$ cat config.mk
export PLATFORM = sky130hd
export DESIGN_NAME = rr_stream_arbiter
export DESIGN_NICKNAME = d
export VERILOG_FILES = /design/src/rtl/rr_arb_pkg.sv /design/src/rtl/rr_prio_pick.sv /design/src/rtl/rr_stream_arbiter.sv
export SDC_FILE = /design/constraint.sdc
export NUM_CORES = 1
export LEC_CHECK = 0
export ABC_AREA = 0
export CORE_MARGIN = 8
export CORE_UTILIZATION = 33
export CTS_CLUSTER_SIZE = 14
export DETAILED_ROUTE_END_ITERATION = 7
export PLACE_DENSITY = 0.78
export SLEW_MARGIN = 15
export SYNTH_ARGS = -nofsm -noshare
export SYNTH_HDL_FRONTEND = slang
export SYNTH_HIERARCHICAL = 1
export SYNTH_SLANG_ARGS = --single-unit
$ cat constraint.sdc
create_clock -name clk -period 3.5 [get_ports clk]
set_clock_uncertainty 0.2 [all_clocks]
set_input_delay 0.875 -clock clk [delete_from_list [all_inputs] [get_ports clk]]
set_output_delay 0.875 -clock clk [all_outputs]
set_load 0.005 [all_outputs]
$ cat src/rtl/rr_arb_pkg.sv
// rtl/rr_arb_pkg.sv - shared types and constants for the round-robin stream arbiter
package rr_arb_pkg;

  // Arbiter is either searching for a new winner or locked onto one source mid-packet
  typedef enum logic {
    ARB_IDLE   = 1'b0,
    ARB_LOCKED = 1'b1
  } arb_state_e;

  // Width of each per-source completed-packet counter
  localparam int STAT_CNT_WIDTH = 32;

endpackage

$ cat src/rtl/rr_prio_pick.sv
// rtl/rr_prio_pick.sv - rotating-priority encoder: first set request at or above ptr, with wrap
module rr_prio_pick import rr_arb_pkg::*; #(
  parameter  int NUM_IN   = 4,
  localparam int ID_WIDTH = $clog2(NUM_IN)
) (
  input  logic [NUM_IN-1:0]   i_req,
  input  logic [ID_WIDTH-1:0] i_ptr,
  output logic                o_found,
  output logic [ID_WIDTH-1:0] o_grant
);

  // ptr is always below NUM_IN, so a single conditional subtract is enough to wrap
  function automatic logic [ID_WIDTH-1:0] wrap_idx(input logic [ID_WIDTH-1:0] base, input int off);
    int s;
    s = int'(base) + off;
    if (s >= NUM_IN) s = s - NUM_IN;
    return s[ID_WIDTH-1:0];
  endfunction

  // Scan offsets from farthest to nearest so the nearest requester from ptr wins
  always_comb begin
    o_found = 1'b0;
    o_grant = '0;
    for (int off = NUM_IN - 1; off >= 0; off--) begin
      if (i_req[wrap_idx(i_ptr, off)]) begin
        o_found = 1'b1;
        o_grant = wrap_idx(i_ptr, off);
      end
    end
  end

endmodule

$ cat src/rtl/rr_stream_arbiter.sv
// rtl/rr_stream_arbiter.sv - packet-locked round-robin stream merger; RR_STREAM_ARBITER_STATS_EN adds per-source packet counters
module rr_stream_arbiter import rr_arb_pkg::*; #(
  parameter  int NUM_IN     = 4,
  parameter  int DATA_WIDTH = 32,
  localparam int ID_WIDTH   = $clog2(NUM_IN)
) (
  input  logic                         clk,
  input  logic                         rst,
  input  logic [NUM_IN-1:0]            in_valid,
  input  logic [NUM_IN*DATA_WIDTH-1:0] in_data,
  input  logic [NUM_IN-1:0]            in_last,
  output logic [NUM_IN-1:0]            in_ready,
  output logic                         out_valid,
  output logic [DATA_WIDTH-1:0]        out_data,
  output logic                         out_last,
  output logic [ID_WIDTH-1:0]          out_id,
  input  logic                         out_ready
`ifdef RR_STREAM_ARBITER_STATS_EN
  ,
  output logic [NUM_IN*STAT_CNT_WIDTH-1:0] stat_pkt_cnt
`endif
);

  localparam logic [ID_WIDTH-1:0] LAST_IDX = ID_WIDTH'(NUM_IN - 1);

  arb_state_e            r_state;
  logic [ID_WIDTH-1:0]   r_grant;
  logic [ID_WIDTH-1:0]   r_ptr;
  logic                  r_out_valid;
  logic [DATA_WIDTH-1:0] r_out_data;
  logic                  r_out_last;
  logic [ID_WIDTH-1:0]   r_out_id;

  logic                  w_found;
  logic [ID_WIDTH-1:0]   w_pick;
  logic [ID_WIDTH-1:0]   w_sel;
  logic                  w_sel_ok;
  logic                  w_can_load;
  logic [NUM_IN-1:0]     w_ready;
  logic                  w_accept;
  logic                  w_sel_last;
  logic [ID_WIDTH-1:0]   w_ptr_next;
  logic [DATA_WIDTH-1:0] w_data_arr [NUM_IN];

  for (genvar k = 0; k < NUM_IN; k++) begin : g_unpack
    assign w_data_arr[k] = in_data[k*DATA_WIDTH +: DATA_WIDTH];
  end

  rr_prio_pick #(.NUM_IN(NUM_IN)) u_pick (
    .i_req   (in_valid),
    .i_ptr   (r_ptr),
    .o_found (w_found),
    .o_grant (w_pick)
  );

  // While locked the held winner keeps the grant even if its valid drops
  assign w_sel      = (r_state == ARB_LOCKED) ? r_grant : w_pick;
  assign w_sel_ok   = (r_state == ARB_LOCKED) || w_found;
  assign w_can_load = !r_out_valid || out_ready;
  assign w_sel_last = in_last[w_sel];
  assign w_accept   = in_valid[w_sel] && w_ready[w_sel];
  assign w_ptr_next = (w_sel == LAST_IDX) ? '0 : w_sel + 1'b1;

  // One-hot ready to the current winner only, when the output slot can take a beat
  always_comb begin
    w_ready = '0;
    if (!rst && w_sel_ok && w_can_load) w_ready[w_sel] = 1'b1;
  end

  assign in_ready  = w_ready;
  assign out_valid = r_out_valid;
  assign out_data  = r_out_data;
  assign out_last  = r_out_last;
  assign out_id    = r_out_id;

  // Grant FSM plus the single output register slot
  always_ff @(posedge clk) begin
    if (rst) begin
      r_state     <= ARB_IDLE;
      r_grant     <= '0;
      r_ptr       <= '0;
      r_out_valid <= 1'b0;
      r_out_data  <= '0;
      r_out_last  <= 1'b0;
      r_out_id    <= '0;
    end else if (w_accept) begin
      r_out_valid <= 1'b1;
      r_out_data  <= w_data_arr[w_sel];
      r_out_last  <= w_sel_last;
      r_out_id    <= w_sel;
      if (w_sel_last) begin
        r_state <= ARB_IDLE;
        r_ptr   <= w_ptr_next;
      end else begin
        r_state <= ARB_LOCKED;
        r_grant <= w_sel;
      end
    end else if (out_ready) begin
      r_out_valid <= 1'b0;
    end
  end

`ifdef RR_STREAM_ARBITER_STATS_EN
  logic [STAT_CNT_WIDTH-1:0] r_stat_cnt [NUM_IN];

  // Count accepted end-of-packet beats per source, wrapping naturally
  always_ff @(posedge clk) begin
    if (rst) begin
      for (int k = 0; k < NUM_IN; k++) r_stat_cnt[k] <= '0;
    end else if (w_accept && w_sel_last) begin
      r_stat_cnt[w_sel] <= r_stat_cnt[w_sel] + 1'b1;
    end
  end

  for (genvar k = 0; k < NUM_IN; k++) begin : g_stat
    assign stat_pkt_cnt[k*STAT_CNT_WIDTH +: STAT_CNT_WIDTH] = r_stat_cnt[k];
  end
`endif

endmodule
==> out/summary.txt <==
========================================================================================
Die width                                                                         107 um
Post-Layout Inst Area                                                          4940 um^2
Type of destination of the critical path                                      output pin
Reg2reg setup slack                                                              0.41 ns
Post-synth design cell area                                                    2730 um^2
Share of power burned in combinational logic                                       0.437
Count of unresolved DRC violations after routing                                       0
Final estimated routing congestion in global placement                             0.850
Crit path launch type                                                          input pin
Required arrival time at the worst endpoint                                      2.42 ns
FMAX                                                                           0.289 GHz
Reg clk slew, reported paths                                                     0.07 ns
Power Total                                                                      1.53 mW
Leakage                                                                          1.97 nW
Boundary pin count                                                                   179
Maximum vdd ir drop                                                             0.168 mV
Worst-case clock buffer depth                                                          2
Root buf cell                                                                   clkbuf_8
Prevailing post-synth register cell                                              dfxtp_1
Leftover overflow at the end of global routing                                         0
Routed length per placed instance                                                16.1 um
Pin slew with the least headroom to its limit                                   0.437 ns
Count of buffers inserted at the top-level ports                                     178
Ordered cell list for the critical path                                     dlygate4sd2_1 > buf_4 > mux2i_1 > a211oi_2 > mux2i_4 > inv_4 > ha_4 > and2_1 > buf_2
Number of inserted diodes                                                              0
Outcome                                                                     complete, no violations
Gate family responsible for the most delay along the worst path             buffers and inverters
Clock network power share                                                          0.221
Count of yosys warnings during synthesis                                               6
Cell Rows                                                                             33
Worst hold slack across all endpoints                                           0.250 ns
Count of cell types in the netlist                                                    33
Relative slew slack                                                                0.709
Chip Height                                                                       107 um
Number of vias in the routed layout                                                 3472
Via-per-instance ratio                                                              5.08
List of most frequent post-synthesis cells                                  nand2_1 (168), dfxtp_1 (41), a21oi_1 (37)
Via count of the first global-routing pass                                          3548
Library cell contributing the largest single delay on the critical path          mux2i_4
Routed WL                                                                       11000 um
Switching power                                                                 0.480 mW
Flop and latch count out of synthesis                                                 41
Sw frac                                                                            0.314
Cell types occupying the most area after synthesis                          dfxtp_1 (30%), nand2_1 (23%), a311o_1 (12%)
Total power density per cell area                                            309 nW/um^2
Antenna violations before repair                                                       0
Max Fanout on Critical Path                                                            5
Max-slew violation count                                                               0
Area overhead of the layout relative to synthesis                                  80.6%
Worst path max stage delay                                                       0.33 ns
Combined global-route utilization of all metal layers                              0.180
Number of clock sinks                                                                 41
Placed cell areas                                                              4700 um^2
Area share of the leading cell type in the synthesized netlist                     0.300
Wire length of the first global-routing pass                                    17100 um
Asr flop ratio synth                                                                   0
Unrepaired setup endpoints after global routing                                      yes
Data arrival, critical path                                                      2.39 ns
Number of hold violations in the final report                                          0
Post-CTS Hold Fix Bufs                                                                 0
Final setup violating endpoints                                                        0
Layout cells sized above 1                                                         0.112
Most common cell in the netlist                                                  nand2_1
Post-synth EDFFs                                                                       0
Pin count of the biggest net entering global routing                                  41
Htree depth                                                                            2
Count of buffering cells on the critical path with inverters included                  4
Worst-Skew Late Latency                                                          0.29 ns
Number of maximum-capacitance constraint violations                                    0
Placed Instances                                                                     671
Sequential power share                                                             0.342
Clock tree from TritonCTS                                                           done
Crit share post-route                                                              0.989
Net count of the mapped netlist                                                      535
Final nets                                                                           721
Total die area                                                                11400 um^2
Effective utilization at floorplan                                                 0.336
Final critical path time including I/O delays and setup                          3.46 ns
Post-synthesis cell type with the largest combined area                          dfxtp_1
Post-synthesis average cell area                                               6.97 um^2
Non-filler instance count after layout                                               684
Worst min-delay path class                                                       reg2reg
Number of nets with antenna violations after routing                                   0
Number of CTS-inserted buffers                                                         5
Detailed-routing iteration count for the pre-antenna-repair pass                       4
Internal                                                                         1.05 mW
Starting DRC count in detailed routing                                               161
Sequential fraction of the synthesis area                                          0.300
Core ar.                                                                       8130 um^2
Critical path class                                                               in2out
Total half-perimeter wirelength after legalization and detailed placement        8440 um
Cell count after synthesis                                                           392
========================================================================================
-- registers in the layout (all words and copies together) (netlist names) --
signal,count
out_data,32
out_id,2
out_last,1
out_valid,1
r_grant,2
r_ptr,2
r_state,1
-- power groups by stage --
stage               Sequential (mW)  Clock, mW  Combinational (mW)
finish                        0.522      0.338               0.668
global route                  0.526      0.372               0.726
CTS                           0.521      0.351               0.659
detailed placement            0.531          0               0.630
global placement              0.529          0               0.621
floorplan                     0.531          0               0.310
-- through the flow --
step	utilization	TNS (ns)	setup WS (ns)
detailed placement	0.578	-12.44	-0.556
finish	0.607	0	0.0395
CTS	0.604	0	0.000837
global route	0.607	-0.0224	-0.0169
global placement	0.578	-7.00	-0.442
floorplan	-	0	0.00224
-- repair_timing --
item,4_1_cts,5_1_grt
buffers inserted,5,2
resized for setup,34,9
endpoints found under the setup margin,7,42
gates cloned,0,0
pin swaps,3,4
-- worst reg2reg max path: stages, from the launching register on --
cell	delay, ns
dfxtp_1	0.50
nand2b_1	0.20
a21oi_2	0.08
a211oi_2	0.23
mux2i_4	0.17
inv_4	0.13
buf_4	0.27
mux2i_1	0.38
a22oi_2	0.19
buf_12	0.21
or3_1	0.35
a21oi_1	0.12
-- cell families (layout without fill, tap and decap cells) --
group	count (synthesis)	after routing	synth area share
DFF	41	41	0.300
adders and majority gates	4	4	0.0183
AOI/OAI and AO/OA	77	77	0.209
buffers and inverters	35	222	0.0728
muxes	10	10	0.0430
and+or+nand+nor	225	225	0.356
-- layout by cell type, fill, tap and decap left out, drive strengths merged --
master         synthesis  routed
a211oi                 2       2
nor2b                  2       2
clkinv                 0       1
nor4                   1       1
a22oi                  2       2
nand2b                 5       5
ha                     4       4
a311o                 32      32
dlygate4sd2            0       3
and3                  33      33
o21ai                  2       2
inv                    3       3
mux2                   1       1
and2                   4       4
mux2i                  9       9
a31o                   1       1
clkbuf                17       8
nor3                   2       2
buf                   15      36
nand2                168     168
nor2                   7       7
o21bai                 1       1
dfxtp                 41      41
a21oi                 37      37
nor3b                  1       1
or3                    2       2
clkdlybuf4s50          0     170
clkdlybuf4s15          0       1
-- final cells by class --
class	count	area [um^2]
clock buffer	7	96.3
clock inverter	1	5.00
fill	727	3200
inverter	3	13.8
multi-input combinational	316	1820
sequential	41	821
tap	105	131
timing repair buffer	211	2050
-- path summary, 6_finish.rpt --
check	startpoint	to	cells past startpoint
max reg2reg	r_ptr[1]	r_grant[1]	11
min reg2reg	out_data[23]	out_data[23]	2
max	in_valid[3]	in_ready[1]	9
min	out_data[23]	out_data[23]	2
-- metal layers --
metal,part of all wire,global-route usage
met2,0.47,0.305
met5,0,0
met4,0.0059,0.0322
met3,0.11,0.0738
met1,0.41,0.210
Note: power is estimated with default switching activity, not from simulation.
